--- src/rtl/alu_sequencer.sv ---
// alu_sequencer
//   Command-side initiator for a combinational ALU. Takes one command at a
//   time, reads operands from a 4 x 8-bit register file, drives the ALU ports
//   for a single EXEC cycle, writes the result back (unless nowb), updates the
//   {N,Z,C,V} status register and returns result + flags on a response
//   handshake.
//
// Ports
//   clk, rst              clock, synchronous active-high reset
//   cmd_*                 command handshake and fields (cmd_ready high in IDLE)
//   alu_operation/operand ALU drive, registered from the accepted command
//   alu_result/alu_*flag  ALU outputs, sampled only at the end of EXEC
//   rsp_valid/ready/data/flags  response handshake; flags = {N,Z,C,V}
//   dbg_addr/dbg_data     combinational register-file read port
//
// state     | meaning
// ----------+----------------------------------------------------------
// ST_IDLE   | ready for a command; accepting one latches it and the operands
// ST_EXEC   | ALU ports valid; result, flags and writeback taken at the edge
// ST_RESP   | response held stable until rsp_ready
module alu_sequencer (
   input  logic       clk,
   input  logic       rst,
   input  logic       cmd_valid,
   output logic       cmd_ready,
   input  logic [3:0] cmd_op,
   input  logic [1:0] cmd_rd,
   input  logic [1:0] cmd_rs,
   input  logic       cmd_use_imm,
   input  logic [7:0] cmd_imm,
   input  logic       cmd_nowb,
   output logic [3:0] alu_operation,
   output logic [7:0] alu_operand1,
   output logic [7:0] alu_operand2,
   input  logic [7:0] alu_result,
   input  logic       alu_zero,
   input  logic       alu_overflow,
   input  logic       alu_carry,
   input  logic       alu_negative,
   output logic       rsp_valid,
   input  logic       rsp_ready,
   output logic [7:0] rsp_data,
   output logic [3:0] rsp_flags,
   input  logic [1:0] dbg_addr,
   output logic [7:0] dbg_data
);

   localparam int REG_COUNT = 4;

   localparam logic [1:0] ST_IDLE = 2'd0;
   localparam logic [1:0] ST_EXEC = 2'd1;
   localparam logic [1:0] ST_RESP = 2'd2;

   logic [1:0] state_q, state_d;
   logic [1:0] cmd_rd_q, cmd_rd_d;
   logic       cmd_nowb_q, cmd_nowb_d;
   logic [3:0] alu_op_q, alu_op_d;
   logic [7:0] alu_opnd1_q, alu_opnd1_d;
   logic [7:0] alu_opnd2_q, alu_opnd2_d;
   logic [7:0] rsp_data_q, rsp_data_d;
   logic [3:0] flags_q, flags_d;
   logic [7:0] regs_q [REG_COUNT];
   logic [7:0] regs_d [REG_COUNT];

   always_comb begin
      state_d     = state_q;
      cmd_rd_d    = cmd_rd_q;
      cmd_nowb_d  = cmd_nowb_q;
      alu_op_d    = alu_op_q;
      alu_opnd1_d = alu_opnd1_q;
      alu_opnd2_d = alu_opnd2_q;
      rsp_data_d  = rsp_data_q;
      flags_d     = flags_q;
      regs_d      = regs_q;
      case (state_q)
         ST_IDLE: begin
            if (cmd_valid) begin
               state_d    = ST_EXEC;
               cmd_rd_d   = cmd_rd;
               cmd_nowb_d = cmd_nowb;
               // Operands are read here, one cycle before EXEC, so the ALU
               // ports are already registered when EXEC begins. No write can
               // be pending in IDLE, so this read is never stale.
               alu_op_d    = cmd_op;
               alu_opnd1_d = regs_q[cmd_rd];
               alu_opnd2_d = cmd_use_imm ? cmd_imm : regs_q[cmd_rs];
            end
         end
         ST_EXEC: begin
            state_d    = ST_RESP;
            rsp_data_d = alu_result;
            flags_d    = {alu_negative, alu_zero, alu_carry, alu_overflow};
            if (!cmd_nowb_q) begin
               regs_d[cmd_rd_q] = alu_result;
            end
         end
         ST_RESP: begin
            if (rsp_ready) begin
               state_d = ST_IDLE;
            end
         end
         default: state_d = ST_IDLE;
      endcase
   end

   always_ff @(posedge clk) begin
      if (rst) begin
         state_q     <= ST_IDLE;
         cmd_rd_q    <= 2'd0;
         cmd_nowb_q  <= 1'b0;
         alu_op_q    <= 4'd0;
         alu_opnd1_q <= 8'd0;
         alu_opnd2_q <= 8'd0;
         rsp_data_q  <= 8'd0;
         flags_q     <= 4'd0;
         for (int i = 0; i < REG_COUNT; i++) begin
            regs_q[i] <= 8'd0;
         end
      end else begin
         state_q     <= state_d;
         cmd_rd_q    <= cmd_rd_d;
         cmd_nowb_q  <= cmd_nowb_d;
         alu_op_q    <= alu_op_d;
         alu_opnd1_q <= alu_opnd1_d;
         alu_opnd2_q <= alu_opnd2_d;
         rsp_data_q  <= rsp_data_d;
         flags_q     <= flags_d;
         for (int i = 0; i < REG_COUNT; i++) begin
            regs_q[i] <= regs_d[i];
         end
      end
   end

   assign cmd_ready     = (state_q == ST_IDLE);
   assign rsp_valid     = (state_q == ST_RESP);
   assign rsp_data      = rsp_data_q;
   assign rsp_flags     = flags_q;
   assign alu_operation = alu_op_q;
   assign alu_operand1  = alu_opnd1_q;
   assign alu_operand2  = alu_opnd2_q;
   assign dbg_data      = regs_q[dbg_addr];

endmodule

--- config.mk ---
export PLATFORM = sky130hd
export DESIGN_NAME = alu_sequencer
export DESIGN_NICKNAME = d
export VERILOG_FILES = /design/src/rtl/alu_sequencer.sv
export SDC_FILE = /design/constraint.sdc
export NUM_CORES = 1
export LEC_CHECK = 0
export ABC_AREA = 0
export CORE_UTILIZATION = 40
export DETAILED_ROUTE_END_ITERATION = 10
export GPL_TIMING_DRIVEN = 0
export PLACE_DENSITY = 0.63
export SLEW_MARGIN = 20
export SYNTH_ARGS = -nofsm -noshare
export SYNTH_HDL_FRONTEND = slang
export SYNTH_SLANG_ARGS = --single-unit
--- constraint.sdc ---
create_clock -name clk -period 2.5 [get_ports clk]
set_clock_uncertainty 0.2 [all_clocks]
set_input_delay 0.625 -clock clk [delete_from_list [all_inputs] [get_ports clk]]
set_output_delay 0.625 -clock clk [all_outputs]
set_load 0.02 [all_outputs]
==> flow_summary.toml, run 1 <==
[timing]
max_slew_margin_pct = 60.5
fmaxAchievable_mhz = 412
final.setup.tns_ns = 0
period_share_pct = 97.0
maxSlewViolCount = 0
rsz0062_at_grt = "no"
final_hold_viol_count = 0
finalSetupViolCount = 0
tightest_slew_ns = 0.592
fin_crit_ns = 2.43

[worst_setup_path]
crit_path_start = "dbg_addr[0]"
cpMaxStageDelayCell = "mux4_2"
arrival_ns = 1.60
end_kind = "output port"
crit_cells = 3
crit_fanout = 8
setup.worst_path.class = "input pin to output port"
cpPeakStageDelay_ns = 0.50
cp_top_family = "multiplexers"
crit_path_start_kind = "input pin"
reg2reg_from = "cmd_nowb_q"
crit_buf_inv = 2
worstPathCellList = "buf_6 > mux4_2 > dlygate4sd2_1"
crit_required_ns = 1.67
r2r_cells = 5

[yosys]
avgSynthCellArea_um2 = 9.12
netlist_area_um2 = 3260
synth_seq_area_share_pct = 42.4
synthesis.nets = 393
syn-instance-count = 357
synth_warnings = 0
yosysUniqueCellTypes = 28
synth.ff_latch_count = 69

[clocking]
cts_tree = "yes"
cts_setup_buffers = 0
cts_buffer_depth = 2
clk_latency_ns = 0.34
cts_made_buffers = 9
cts.sinks = 69
htree_levels = 3
cts_root_buf = "clkbuf_8"
path_clk_slew_ns = 0.07

[global_route]
grt_max_degree = 11
grt_pass1_vias = 2748
gr-total-overflow = 0
grt_pass1_wl_um = 13800
antenna_found_initial = 0
track_usage_pct = 21.3

[layout]
fin_nets = 474
drive_gt1_share_pct = 15.9
post-route-util_pct = 54.5
diodes = 0
layout_common_cells = "dfxtp_1 (69), clkdlybuf4s50_1 (62), a21oi_1 (60), nand2_1 (54), nand3_1 (32)"
synthToLayoutAreaGrowth_pct = 30.5
final_common_cell = "dfxtp_1"
nFillCells = 771

[detailed_routing]
ant_nets = 0
avgViaCountPerCell = 5.33
dr.pass1.iters = 4
drt_iter0_drc = 194
post_drt_wl_per_cell_um = 16.0
wirelength_um = 8660
drc = 0
via_count = 2894

[min_path]
hp-class = "flop to flop"
min-delay-start = "alu_operand1[7]"
holdPathStages = 2

[place]
place.gp.congestion = 0.807
io_buffers = 70
dpl.hpwl_um = 6580

[run]
max_cap_violations = 0

[floorplanning]
core-area_um2 = 7810
ios = 78
start_util_pct = 41.7
die_x_um = 92.2
die_area_um2 = 8510
fp.dieH_um = 92.2
core.rowCount = 32

[pwr]
p_leak_uw = 0.00147
power.switching_uw = 648
p_per_area_nw_per_um2 = 558
peakVddDrop_v = 0.000258
clkPwrFrac_pct = 34.2
switching_share_pct = 27.3
p_comb_share_pct = 16.7
power_frac_seq_pct = 49.1
p_int_uw = 1720

[outcome]
status = "complete, no violations"
==> routing by layer <==
metal	wire length (um)	GRT usage, %	share of wire, %
met3	668	4.89	7.7
met1	3770	28.1	44
met2	4160	33.8	48
met4	62	7.94	0.72
met5	0	0	0
==> worst register-to-register path, stage by stage, from the launching register on <==
cell      delay, ns
dfxtp_1        0.34
or2_2          0.29
clkbuf_1       0.16
clkbuf_1       0.24
o21ai_0        0.22
a21oi_1        0.09
==> logic make-up (layout without fill, tap and decap cells) <==
kind of cell | after synthesis | after routing | synth area share (%)
AO/OA/AOI/OAI | 108 | 108 | 18.4
buffers and inverters | 36 | 120 | 6.19
flip-flops | 69 | 69 | 42.4
multiplexers | 32 | 32 | 16.8
AND/OR/NAND/NOR | 112 | 112 | 16.1
==> flip-flops by register name, summed over array words and instances, names as in the netlist <==
register	flops
alu_operand2	8
state_q	2
regs_q	32
cmd_nowb_q	1
cmd_rd_q	2
alu_operation	4
rsp_flags	4
alu_operand1	8
rsp_data	8
==> per-stage QoR <==
stage	cells	power [uW]	setup WS (ns)	instance area, um^2	hold WS (ns)
4_1_cts	543	2390	0.00157	4250	0.256
6_report	543	2370	0.0740	4250	0.253
5_1_grt	543	2480	0.0197	4250	0.266
3_5_place_dp	529	1590	-0.328	4090	0.246
3_3_place_gp	529	1580	-0.315	4090	0.241
2_1_floorplan	357	1420	0.222	3260	0.266
==> what timing repair did <==
action                     4_1_cts  5_1_grt
gates resized for setup         15        4
hold buffers                     0        0
setup endpoints to repair        8        6
==> path summary, 6_finish.rpt <==
| kind | end | slack, ns |
|---|---|---|
| worst min-delay path | alu_operand1[7] | 0.25 |
| worst max-delay path | dbg_data[5] | 0.07 |
| worst max register to register | regs_q[24] | 0.83 |
| worst min register to register | alu_operand1[7] | 0.25 |
==> synth_stat cells (all sizes together) <==
master / number / area [um^2]
nand2b: 3 / 18.8
nor3b: 2 / 31.3
buf: 20 / 140
nand3: 32 / 160
clkbuf: 16 / 61.3
a222oi: 8 / 80.1
mux2: 16 / 188
a21oi: 60 / 300
or2: 1 / 6.26
nand3b: 1 / 7.51
nor2b: 4 / 25.0
and3b: 1 / 8.76
a211oi: 8 / 60.1
nor2: 12 / 45.0
nand2: 54 / 203
o21ai: 32 / 160
or3b: 2 / 20.0
mux4: 16 / 360
dfxtp: 69 / 1380
==> power by group through the flow <==
stage          logic, uW  clock network (uW)  registers (uW)
2_1_floorplan        202                   0            1220
3_3_place_gp         397                   0            1190
3_5_place_dp         399                   0            1190
4_1_cts              399                 821            1170
5_1_grt              430                 881            1170
6_report             396                 810            1170
==> final cells by class <==
class | count | area, um^2 | area share [%]
Tap cell | 102 | 128 | 3.00
Clock buffer | 12 | 155 | 3.65
Timing Repair Buffer | 70 | 694 | 16.3
Buffer | 36 | 209 | 4.91
Multi-Input combinational cell | 252 | 1670 | 39.4
Sequential cell | 69 | 1380 | 32.5
Clock inverter | 2 | 10.0 | 0.235
Note: power is estimated with default switching activity, not from simulation.
==> inputs of run 2 (changes only) <==
- CORE_ASPECT_RATIO: default -> 1.25
==> run 2 against run 1 <==
  * Combinational power about the same
  * Non-clock buffer count unchanged
  * Core utilization up 1.3 points
  * Via count grew 0.59%
  * Die area about the same
  * Critical path depth stayed put
  * Count of clock-buffer cells in the layout down 2
  * Hold slack better by 0.0025 ns
  * Largest cell class unchanged
==> flow_summary.toml, run 2 (synthesized netlist as in run 1, its figures left out) <==
[timing]
fin_crit_ns = 2.43
final_hold_viol_count = 0
max_slew_margin_pct = 58.9
tightest_slew_ns = 0.617
rsz0062_at_grt = "no"
whs_ns = 0.256
fmaxAchievable_mhz = 412
maxSlewViolCount = 0
period_share_pct = 97.0
finalSetupViolCount = 0

[place]
io_buffers = 70
dpl.hpwl_um = 6560
place.gp.congestion = 0.832
dp.cells = 522

[floorplanning]
core.rowCount = 36
ios = 78
die_x_um = 82.7
die_area_um2 = 8510
core-area_um2 = 7840
start_util_pct = 41.6
fp.dieH_um = 103

[layout]
layout_common_cells = "dfxtp_1 (69), clkdlybuf4s50_1 (61), a21oi_1 (60), nand2_1 (54), nand3_1 (32)"
diodes = 0
drive_gt1_share_pct = 16.0
largest_reg_flops = 32
synthToLayoutAreaGrowth_pct = 34.2
largest_register = "regs_q"
fin_nets = 474
final_common_cell = "dfxtp_1"
nFillCells = 756
layoutNonFillerInstCount = 538

[global_route]
antenna_found_initial = 0
gr-total-overflow = 0
grt_max_degree = 13
track_usage_pct = 22.3
grt_pass1_wl_um = 13900
grt_pass1_vias = 2842

[worst_setup_path]
setup.worst_path.class = "input pin to output port"
cp_top_family = "multiplexers"
crit_required_ns = 1.67
crit_buf_inv = 2
cpPeakStageDelay_ns = 0.50
crit_path_start_kind = "input pin"
cpMaxStageDelayCell = "mux4_2"
worstPathCellList = "buf_6 > mux4_2 > dlygate4sd2_1"
crit_fanout = 8
end_kind = "output port"
arrival_ns = 1.60

[pwr]
peakVddDrop_v = 0.000378
p_per_area_nw_per_um2 = 656
p_leak_uw = 0.00154

[clocking]
cts_tree = "yes"
htree_levels = 3
cts_buffer_depth = 2
cts_root_buf = "clkbuf_8"
clk_latency_ns = 0.35
cts_setup_buffers = 0
path_clk_slew_ns = 0.07
cts.sinks = 69
cts_made_buffers = 9

[detailed_routing]
via_count = 2911
avgViaCountPerCell = 5.41
dr.pass1.iters = 4
drt_iter0_drc = 125
post_drt_wl_per_cell_um = 16.1
drc = 0
wirelength_um = 8650
ant_nets = 0

[run]
max_cap_violations = 0

[min_path]
hp-class = "flop to flop"

[outcome]
status = "complete, no violations"
[run 2: final cells by class]
cell class / count / area [um^2] / area share (%)
tap: 95 / 119 / 2.72
sequential: 69 / 1380 / 31.6
buffer: 36 / 209 / 4.78
timing repair buffer: 70 / 701 / 16.0
clock buffer: 10 / 128 / 2.92
multi-input combinational: 252 / 1670 / 38.3
clock inverter: 6 / 159 / 3.64
[run 2: worst min-delay path: cells and delay by family, from the launching register on]
kind	cells	cell delay [ns]
compound gates	1	0.05
flops	1	0.31
simple gates	1	0.05
[run 2: report_power, final]
group / total [uW] / internal (uW) / switching, uW / leakage, uW
registers: 1160 / 1140 / 26.0 / 0.000561
clock network: 1310 / 867 / 441 / 0.000141
logic: 397 / 183 / 214 / 0.000839
[run 2: path summary, 6_finish.rpt]
path	from	to	slack, ns	depth (start not counted)
worst max-delay path	dbg_addr[0]	dbg_data[6]	0.07	3
worst min-delay path	rsp_flags[2]	rsp_flags[2]	0.26	2
worst max register to register	cmd_nowb_q	regs_q[22]	0.79	5
worst min register to register	rsp_flags[2]	rsp_flags[2]	0.26	2
[run 2: layer usage]
metal | part of all wire [%] | vias up | wire length [um] | track usage, %
met2 | 52 | 80 | 4470 | 38.5
met5 | 0 | - | 0 | 0
li1 | - | 1453 | - | -
met1 | 41 | 1366 | 3580 | 26.7
met4 | 1.5 | 0 | 127 | 7.03
met3 | 5.4 | 12 | 470 | 5.66
[run 2: repair_timing]
action / in CTS / in global routing
setup endpoints to repair: 8 / 9
hold buffers: 0 / 0
gates resized for setup: 16 / 2
[run 2: per-stage QoR]
stage	setup TNS [ns]	setup WS (ns)	power, uW	cell area, um^2	utilization [%]
after floorplan	0	0.222	1420	3260	-
after global placement	-2.57	-0.338	1580	4080	52.0
after detailed placement	-2.60	-0.342	1590	4080	52.0
after CTS	0	0.00717	2890	4360	55.7
after global routing	0	0.0416	2970	4370	55.8
final	0	0.0743	2870	4370	55.8
